==> config.mk <==
export PLATFORM = sky130hd
export DESIGN_NAME = stopwatch_display
export DESIGN_NICKNAME = d
export VERILOG_FILES = /design/src/rtl/stopwatch_display.sv
export SDC_FILE = /design/constraint.sdc
export NUM_CORES = 1
export LEC_CHECK = 0
export ABC_AREA = 1
export CORE_MARGIN = 2
export CORE_UTILIZATION = 25
export CTS_CLUSTER_SIZE = 24
export DETAILED_ROUTE_END_ITERATION = 12
export PLACE_DENSITY = 0.39
export RECOVER_POWER = 50
export SLEW_MARGIN = 20
export SYNTH_ARGS = -nofsm -noshare
export SYNTH_HDL_FRONTEND = slang
export SYNTH_SLANG_ARGS = --single-unit
==> constraint.sdc <==
create_clock -name CLOCK_50 -period 2 [get_ports CLOCK_50]
set_clock_uncertainty 0.15 [all_clocks]
set_input_delay 0.5 -clock CLOCK_50 [delete_from_list [all_inputs] [get_ports CLOCK_50]]
set_output_delay 0.5 -clock CLOCK_50 [all_outputs]
set_load 0.02 [all_outputs]
==> src/rtl/stopwatch_display.sv <==
// mm:ss.cc BCD stopwatch driving six active-low seven-segment displays (HEX5..HEX0).
// Define STOPWATCH_LAP_HOLD_EN to add the lap input that freezes the display while counting continues.
module stopwatch_display #(
  parameter int CLK_HZ  = 50000000,
  parameter int TICK_HZ = 100
) (
  input  logic       CLOCK_50,
  input  logic       reset_n,
  input  logic       run,
  input  logic       clear,
`ifdef STOPWATCH_LAP_HOLD_EN
  input  logic       lap,
`endif
  output logic [6:0] HEX0,
  output logic [6:0] HEX1,
  output logic [6:0] HEX2,
  output logic [6:0] HEX3,
  output logic [6:0] HEX4,
  output logic [6:0] HEX5,
  output logic       running,
  output logic       wrap
);

  localparam int DIV = CLK_HZ / TICK_HZ;
  localparam int PW  = (DIV > 1) ? $clog2(DIV) : 1;
  localparam logic [PW-1:0] PRESC_LAST = PW'(DIV - 1);
  // Digit order {m1, m0, s1, s0, cs1, cs0}
  localparam logic [5:0][3:0] DIGIT_MAX = {4'd5, 4'd9, 4'd5, 4'd9, 4'd9, 4'd9};

  typedef enum logic [1:0] {IDLE, RUNNING, PAUSED} state_t;

  state_t          state_q, state_d;
  logic [PW-1:0]   presc_q, presc_d;
  logic [5:0][3:0] digits_q, digits_d;
  logic [5:0][3:0] shown;
  logic [5:0][6:0] hex_q;
  logic [5:0]      carry;
  logic            tick, wrap_d;

  function automatic logic [6:0] seg7(input logic [3:0] d);
    case (d)
      4'd0:    seg7 = 7'b1000000;
      4'd1:    seg7 = 7'b1111001;
      4'd2:    seg7 = 7'b0100100;
      4'd3:    seg7 = 7'b0110000;
      4'd4:    seg7 = 7'b0011001;
      4'd5:    seg7 = 7'b0010010;
      4'd6:    seg7 = 7'b0000010;
      4'd7:    seg7 = 7'b1111000;
      4'd8:    seg7 = 7'b0000000;
      4'd9:    seg7 = 7'b0010000;
      default: seg7 = 7'b1111111;
    endcase
  endfunction

  always_comb begin
    state_d  = state_q;
    presc_d  = presc_q;
    digits_d = digits_q;
    tick     = (state_q == RUNNING) && (presc_q == PRESC_LAST);
    wrap_d   = tick && (digits_q == DIGIT_MAX);

    // A digit advances only when every lower digit is at its maximum.
    carry[0] = tick;
    for (int i = 1; i < 6; i++) begin
      carry[i] = carry[i-1] && (digits_q[i-1] == DIGIT_MAX[i-1]);
    end
    for (int i = 0; i < 6; i++) begin
      if (carry[i]) begin
        digits_d[i] = (digits_q[i] == DIGIT_MAX[i]) ? 4'd0 : digits_q[i] + 4'd1;
      end
    end

    case (state_q)
      IDLE: begin
        presc_d = '0;
        if (run) state_d = RUNNING;
      end
      RUNNING: begin
        presc_d = tick ? '0 : presc_q + PW'(1);
        if (!run) state_d = PAUSED;
      end
      PAUSED: begin
        if (run) begin
          state_d = RUNNING;
        end else if (clear) begin
          state_d  = IDLE;
          presc_d  = '0;
          digits_d = '0;
        end
      end
      default: state_d = IDLE;
    endcase
  end

`ifdef STOPWATCH_LAP_HOLD_EN
  logic            hold_q, hold_d;
  logic [5:0][3:0] lap_q, lap_d;

  always_comb begin
    hold_d = hold_q;
    lap_d  = lap_q;
    if ((state_q == RUNNING) && lap) begin
      hold_d = !hold_q;
      if (!hold_q) lap_d = digits_q;
    end else if (state_d == IDLE) begin
      hold_d = 1'b0;
    end
    // Display follows the post-edge hold decision so capture and release take effect immediately.
    shown = hold_d ? lap_d : digits_q;
  end

  always_ff @(posedge CLOCK_50) begin
    if (!reset_n) begin
      hold_q <= 1'b0;
      lap_q  <= '0;
    end else begin
      hold_q <= hold_d;
      lap_q  <= lap_d;
    end
  end
`else
  always_comb shown = digits_q;
`endif

  always_ff @(posedge CLOCK_50) begin
    if (!reset_n) begin
      state_q  <= IDLE;
      presc_q  <= '0;
      digits_q <= '0;
      wrap     <= 1'b0;
      for (int i = 0; i < 6; i++) hex_q[i] <= 7'b1000000;
    end else begin
      state_q  <= state_d;
      presc_q  <= presc_d;
      digits_q <= digits_d;
      wrap     <= wrap_d;
      for (int i = 0; i < 6; i++) hex_q[i] <= seg7(shown[i]);
    end
  end

  assign running = (state_q == RUNNING);
  assign HEX0 = hex_q[0];
  assign HEX1 = hex_q[1];
  assign HEX2 = hex_q[2];
  assign HEX3 = hex_q[3];
  assign HEX4 = hex_q[4];
  assign HEX5 = hex_q[5];

endmodule

### After elaboration in Yosys (flattened, before gate mapping)

Memory sizes are Yosys's and may differ from the RTL's. A register that Yosys moved wholly into a read port is not among the register bits.
Cells that the tools add are included.

| storage, ports and cells | value |
|---|---|
| bits in registers | 46 |
| ROM bits | 672 |
| output and inout port bits | 44 |
| logic and storage cells | 78 |
| memories | 6 |

Memories:

| name | depth | width | read ports | clocked after memory_dff | write ports | line | source |
|---|---|---|---|---|---|---|---|
| (name not given) | 16 | 7 | 1 | 1 | 0 | 41 | `case (d)` |
| (name not given) | 16 | 7 | 1 | 1 | 0 | 41 |  |
| (name not given) | 16 | 7 | 1 | 1 | 0 | 41 |  |
| (name not given) | 16 | 7 | 1 | 1 | 0 | 41 |  |
| (name not given) | 16 | 7 | 1 | 1 | 0 | 41 |  |
| (name not given) | 16 | 7 | 1 | 1 | 0 | 41 |  |

| operators by class | value |
|---|---|
| $add $sub $neg | 7 |
| equal/unequal tests | 15 |
| multiplexer cells | 24 |
| reduce and logical (&&, ||, !) cells | 17 |

Operators by type and width:

| cell | number |
|---|---|
| $mux 24 | 3 |
| $mux 19 | 3 |
| $pmux 19 s3 | 1 |
| $mux 4 | 12 |
| $add 4x1->4 const B | 6 |
| $eq 24x23->1 const B | 1 |
| $add 19x1->19 const B | 1 |
| $eq 19x19->1 const B | 1 |
| $eq 4x4->1 const B | 4 |
| $eq 4x3->1 const B | 2 |
| $mux 2 | 4 |
| $ne 2x2->1 const B | 4 |
| $logic_and 1x1->1 | 7 |
| $logic_not 1->1 | 6 |
| $pmux 2 s3 | 1 |
| $reduce_and 3->1 | 2 |
| $ne 3x3->1 const B | 1 |
| $reduce_bool 3->1 | 1 |
| $eq 2x1->1 const B | 1 |
| $eq 2x2->1 const B | 1 |
| $logic_not 2->1 | 1 |

### Longest topological paths before layout

| logic depth | value |
|---|---|
| depth after elaboration | 11 |
| depth in mapped cells | 11 |
| gate-level depth less buffers | 11 |

### Worst setup path after synthesis

OpenSTA, ideal clock, no wires.

| timing | value |
|---|---|
| kind | reg2reg |
| start point | register digits_q[5] in the netlist's numbering |
| end point | register digits_q[13] in the netlist's numbering |
| library setup time | 116 ps |
| data arrival time | 1,455 ps |
| data required time | 1,734 ps |
| path slack | 279 ps |
| cell stages (with the launch flop) | 10 |
| buffers on the path | 0 |
| cells stage by stage | dfxtp_1 -> inv_1 -> ha_1 -> nand3_4 -> nor2_2 -> nand4_2 -> nor2_4 -> nand2_2 -> nand2_2 -> nor2_1 |

| between the ends | value |
|---|---|
| word-level cells in the longest chain between the ends | 7 |

Ends and longest elaborated chain:

| element | line | source |
|---|---|---|
| start, declared | 34 | `logic [5:0][3:0] digits_q, digits_d;` |
| start signal, assigned | 136 | `digits_q <= digits_d;` |
| $eq 4x4->1 (*) | 66 | `carry[i] = carry[i-1] && (digits_q[i-1] == DIGIT_MAX[i-1]);` |
| $logic_and 1x1->1 (*) (2 in series) | 66 |  |
| $mux 4 (*) | 69 | `if (carry[i]) begin` |
| $mux 24 | 86 | `end else if (clear) begin` |
| $mux 24 | 84 | `if (run) begin` |
| $mux 24 (*) | 74 | `case (state_q)` |

Every way passes the cells marked *; elsewhere a longest branch is shown, timed or not.
A chain may end at the register's enable or synchronous reset.

### Final worst setup path

| timing | value |
|---|---|
| start point | register hex_q (netlist bit HEX3[5]) |
| end point | output port HEX3[5] |

RTL lines:

| element | line | source |
|---|---|---|
| start, declared | 36 | `logic [5:0][6:0] hex_q;` |
| end, declared | 17 | `output logic [6:0] HEX3,` |

No word-level cell between the ends.

==> results.md <==
* FF+latch count, synth at 88
* Origin of the critical flop-to-flop path: presc_q[0]
* Time the worst path needs with I/O delays and setup at 1940 ps
* Endpoint kind of the worst setup timing path: output port
* Number of sinks handled by clock tree synthesis at 88
* Most frequent cell after synthesis: sky130_fd_sc_hd__nand2_1
* Global-route wire length before repair at 18.5 mm
* End of the worst hold path: digits_q[21]
* Filler Cell Count at 1,858
* Cell depth of the worst hold path at 2
* Number of flops mapped to enable cells by yosys at 0
* Data arrival, critical path at 1290 ps
* Final Wtd Congestion at 0.811
* Clock tree from TritonCTS: yes
* Setup violators final at 0
* Via count normalized by instance count at 4.35
* Delay contributed by the slowest stage of the critical path at 610 ps
* Final antenna diode count at 0
* Post-layout power at 3.94 mW
* Worst setup path startpoint: HEX3[5]
* Clk pin slew, worst setup/hold paths at 60 ps
* Library cells used by synthesis at 39
* Starting density of the core at 25.6%
* Clock Tree Buf Depth at 2
* Number of hold buffers added after CTS at 0
* Register-to-Register Setup Slack at 110 ps
* Total global-route track usage at 12.7%
* Primary flip-flop cell chosen by synthesis mapping: sky130_fd_sc_hd__dfxtp_1
* Quantity of I/O buffers inserted on ports at 47
* Mapped cell area at 4440 um2
* Global-route track usage on met3 at 2.10%
* Hold Fails Final Rpt at 0
* Length of the first detailed-routing pass in iterations at 4
* Count of H-tree levels built during CTS at 3
* Worst hold margin at 345 ps
* Switching Share at 19.8%
* Number of antenna violations at the first check in global routing at 0
* Clock root buffer master: sky130_fd_sc_hd__clkbuf_16
* Ratio of cells with drive above 1 in the final layout at 17.1%
* Critical path launch point type: flop
* Crit path buf inv count at 1
* Cell chain of the critical path: clkdlybuf4s50_1
* Grt ovf at 0
* Wire length after detailed routing at 11.1 mm
* Sw Pwr at 0.779 mW
* IR Drop Worst-Case VDD at 0.000386 V
* Clock share of power at 53.1%
* Maximum fanout along the worst path at 1
* Floorplan die width at 137 um
* Met2 Resource Use GR at 20.6%
* Synthesized netlist net count at 611
* Num CTS Buffers at 9
* Class of the worst hold path: reg2reg
* Yosys Warn Count at 0
* Commonest cells in the synthesized netlist: sky130_fd_sc_hd__nand2_1, sky130_fd_sc_hd__dfxtp_1, sky130_fd_sc_hd__inv_1, sky130_fd_sc_hd__a21oi_1, sky130_fd_sc_hd__nor2_1
* Startpoint of the worst hold path: digits_q[21]
* Final nets at 698
* IO Count at 48
* Register share of total power at 44.6%
* Sequential share of the synthesized area at 39.7%
* Maximum clock frequency at 0.516 GHz
* Cell with the largest stage delay on the worst path: sky130_fd_sc_hd__clkdlybuf4s50_1
* Syn avg cell area at 7.71 um2
* Remaining design rule violation count at 0
* Max_slew headroom at 58.2%
* Cells on worst reg2reg path at 9
* Gate count of the mapped netlist at 576
* Post-synthesis to final-layout area growth at 31.2%
* Required @ worst endpoint at 1350 ps
* Maximum number of pins on one net before global-route repair at 36
* Setup repair after global routing missed its margin: yes
* Clock latency reported for the late side of the worst-skew pair at 340 ps
* Part of the total power dissipated in combinational logic at 2.3%
* Max capacitance violation total at 0
* P_int at 3.16 mW
* Die height at 137 um
* Outcome: completed
* Number of violations reported at the end of detailed-routing iteration 0 at 167
* End of the worst register-to-register path: wrap
* Total power density per cell area at 677 nW/um2
* Number of cell rows at 48
* Area of the core region at 17,400 um2
* GR Layer Usage met1 at 16.5%
* Final Cycle Share at 96.8%
* Post-synth top area share at 39.7%
* Post-route setup TNS at 0 ps
* Async set or reset register ratio after synthesis at 0%
* Crit path kind: reg2out
* Synth area leader: sky130_fd_sc_hd__dfxtp_1
* Final Max Tran Viols at 0
* Post-CTS setup buffer count at 0
* Actual slew at the worst max-slew pin at 621 ps
* Leakage power at 2.23 nW
* Area of the die at 18,800 um2
* Largest delay share family, worst path: buffers and inverters
* Via Count at 3,882
* Routed wirelength normalized by instance count at 12.4 um
* Vias in the first global route at 3,746
* Number of nets with antenna violations after routing at 0
* Top cells by area, synth: sky130_fd_sc_hd__dfxtp_1, sky130_fd_sc_hd__nand2_1, sky130_fd_sc_hd__ha_1
* Grt peak-use layer: met2
* Dpl hpwl at 8.37 mm
[through the flow]
step                area (um2)  cells  utilization [%]  setup slack (ps)
floorplan                 4440    576                -               279
global placement          5430    877             31.3              -146
detailed placement        5430    877             31.3              -164
CTS                       5810    893             33.5              21.0
global route              5820    893             33.5             -41.1
finish                    5820    893             33.5              63.4
[cell families after synthesis]
family / synth area share, %
AND/OR/NAND/NOR: 30.2
AO/OA/AOI/OAI: 12.4
flip-flops: 39.7
buffers and inverters: 7.38
adder cells (fa/ha/maj): 8.74
XOR/XNOR: 1.58
[state kept, by name, indices dropped and copies added (netlist names)]
signal / flops
HEX2: 7
HEX1: 7
presc_q: 19
HEX5: 7
wrap: 1
HEX4: 7
HEX3: 7
digits_q: 24
state_q: 2
HEX0: 7
[area by class of cell]
class	count	area [um2]	share of cell area [%]
Clock buffer	11	243	4.17
Multi-Input combinational cell	408	2400	41.2
Clock inverter	5	128	2.19
Inverter	69	265	4.56
Sequential cell	88	1760	30.3
Timing Repair Buffer	87	743	12.8
Tap cell	225	282	4.83
[repair_timing]
action                     in CTS  in global routing
pin swaps                       0                  2
setup endpoints to repair       7                 16
resized for setup               4                  9
gates cloned                    0                  0
[placed cells by master, fill, tap and decap left out, types with 15 or more instances in the layout]
| cell | Yosys | layout |
|---|---|---|
| sky130_fd_sc_hd__nand3_1 | 34 | 33 |
| sky130_fd_sc_hd__dfxtp_1 | 88 | 88 |
| sky130_fd_sc_hd__clkdlybuf4s50_1 | 0 | 46 |
| sky130_fd_sc_hd__buf_4 | 0 | 33 |
| sky130_fd_sc_hd__inv_1 | 57 | 57 |
| sky130_fd_sc_hd__a21oi_1 | 56 | 56 |
| sky130_fd_sc_hd__nor2_1 | 50 | 49 |
| sky130_fd_sc_hd__o21ai_0 | 24 | 24 |
| sky130_fd_sc_hd__ha_1 | 31 | 30 |
| sky130_fd_sc_hd__nand2_1 | 108 | 108 |
| sky130_fd_sc_hd__nor3_1 | 15 | 15 |
[power groups by stage]
stage | sequential [mW] | clock [mW] | combinational (mW)
final | 1.76 | 2.09 | 0.0908
after CTS | 1.76 | 2.17 | 0.0961
after global placement | 1.80 | 0 | 0.0968
after floorplan | 1.80 | 0 | 0.0550
after global routing | 1.76 | 2.23 | 0.102
after detailed placement | 1.80 | 0 | 0.0966
[worst max-delay path by stage]
stage | depth (start not counted) | endpoint
4_1_cts | 3 | running
3_5_place_dp | 9 | presc_q[13]
5_1_grt | 10 | digits_q[10]
2_1_floorplan | 9 | digits_q[13]
6_report | 1 | HEX3[5]
3_3_place_gp | 9 | presc_q[14]
[worst min-delay path, stage by stage, from the launching register on]
cell and delay (ps):
sky130_fd_sc_hd__dfxtp_1 340, sky130_fd_sc_hd__nand2_1 70, sky130_fd_sc_hd__nand2_1 40
[layer usage]
metal | wire length, um | vias up
met5 | 0 | -
met4 | 204 | 0
met3 | 269 | 10
met2 | 5070 | 45
met1 | 5520 | 1757
li1 | - | 2070
Note: power is estimated with default switching activity, not from simulation.
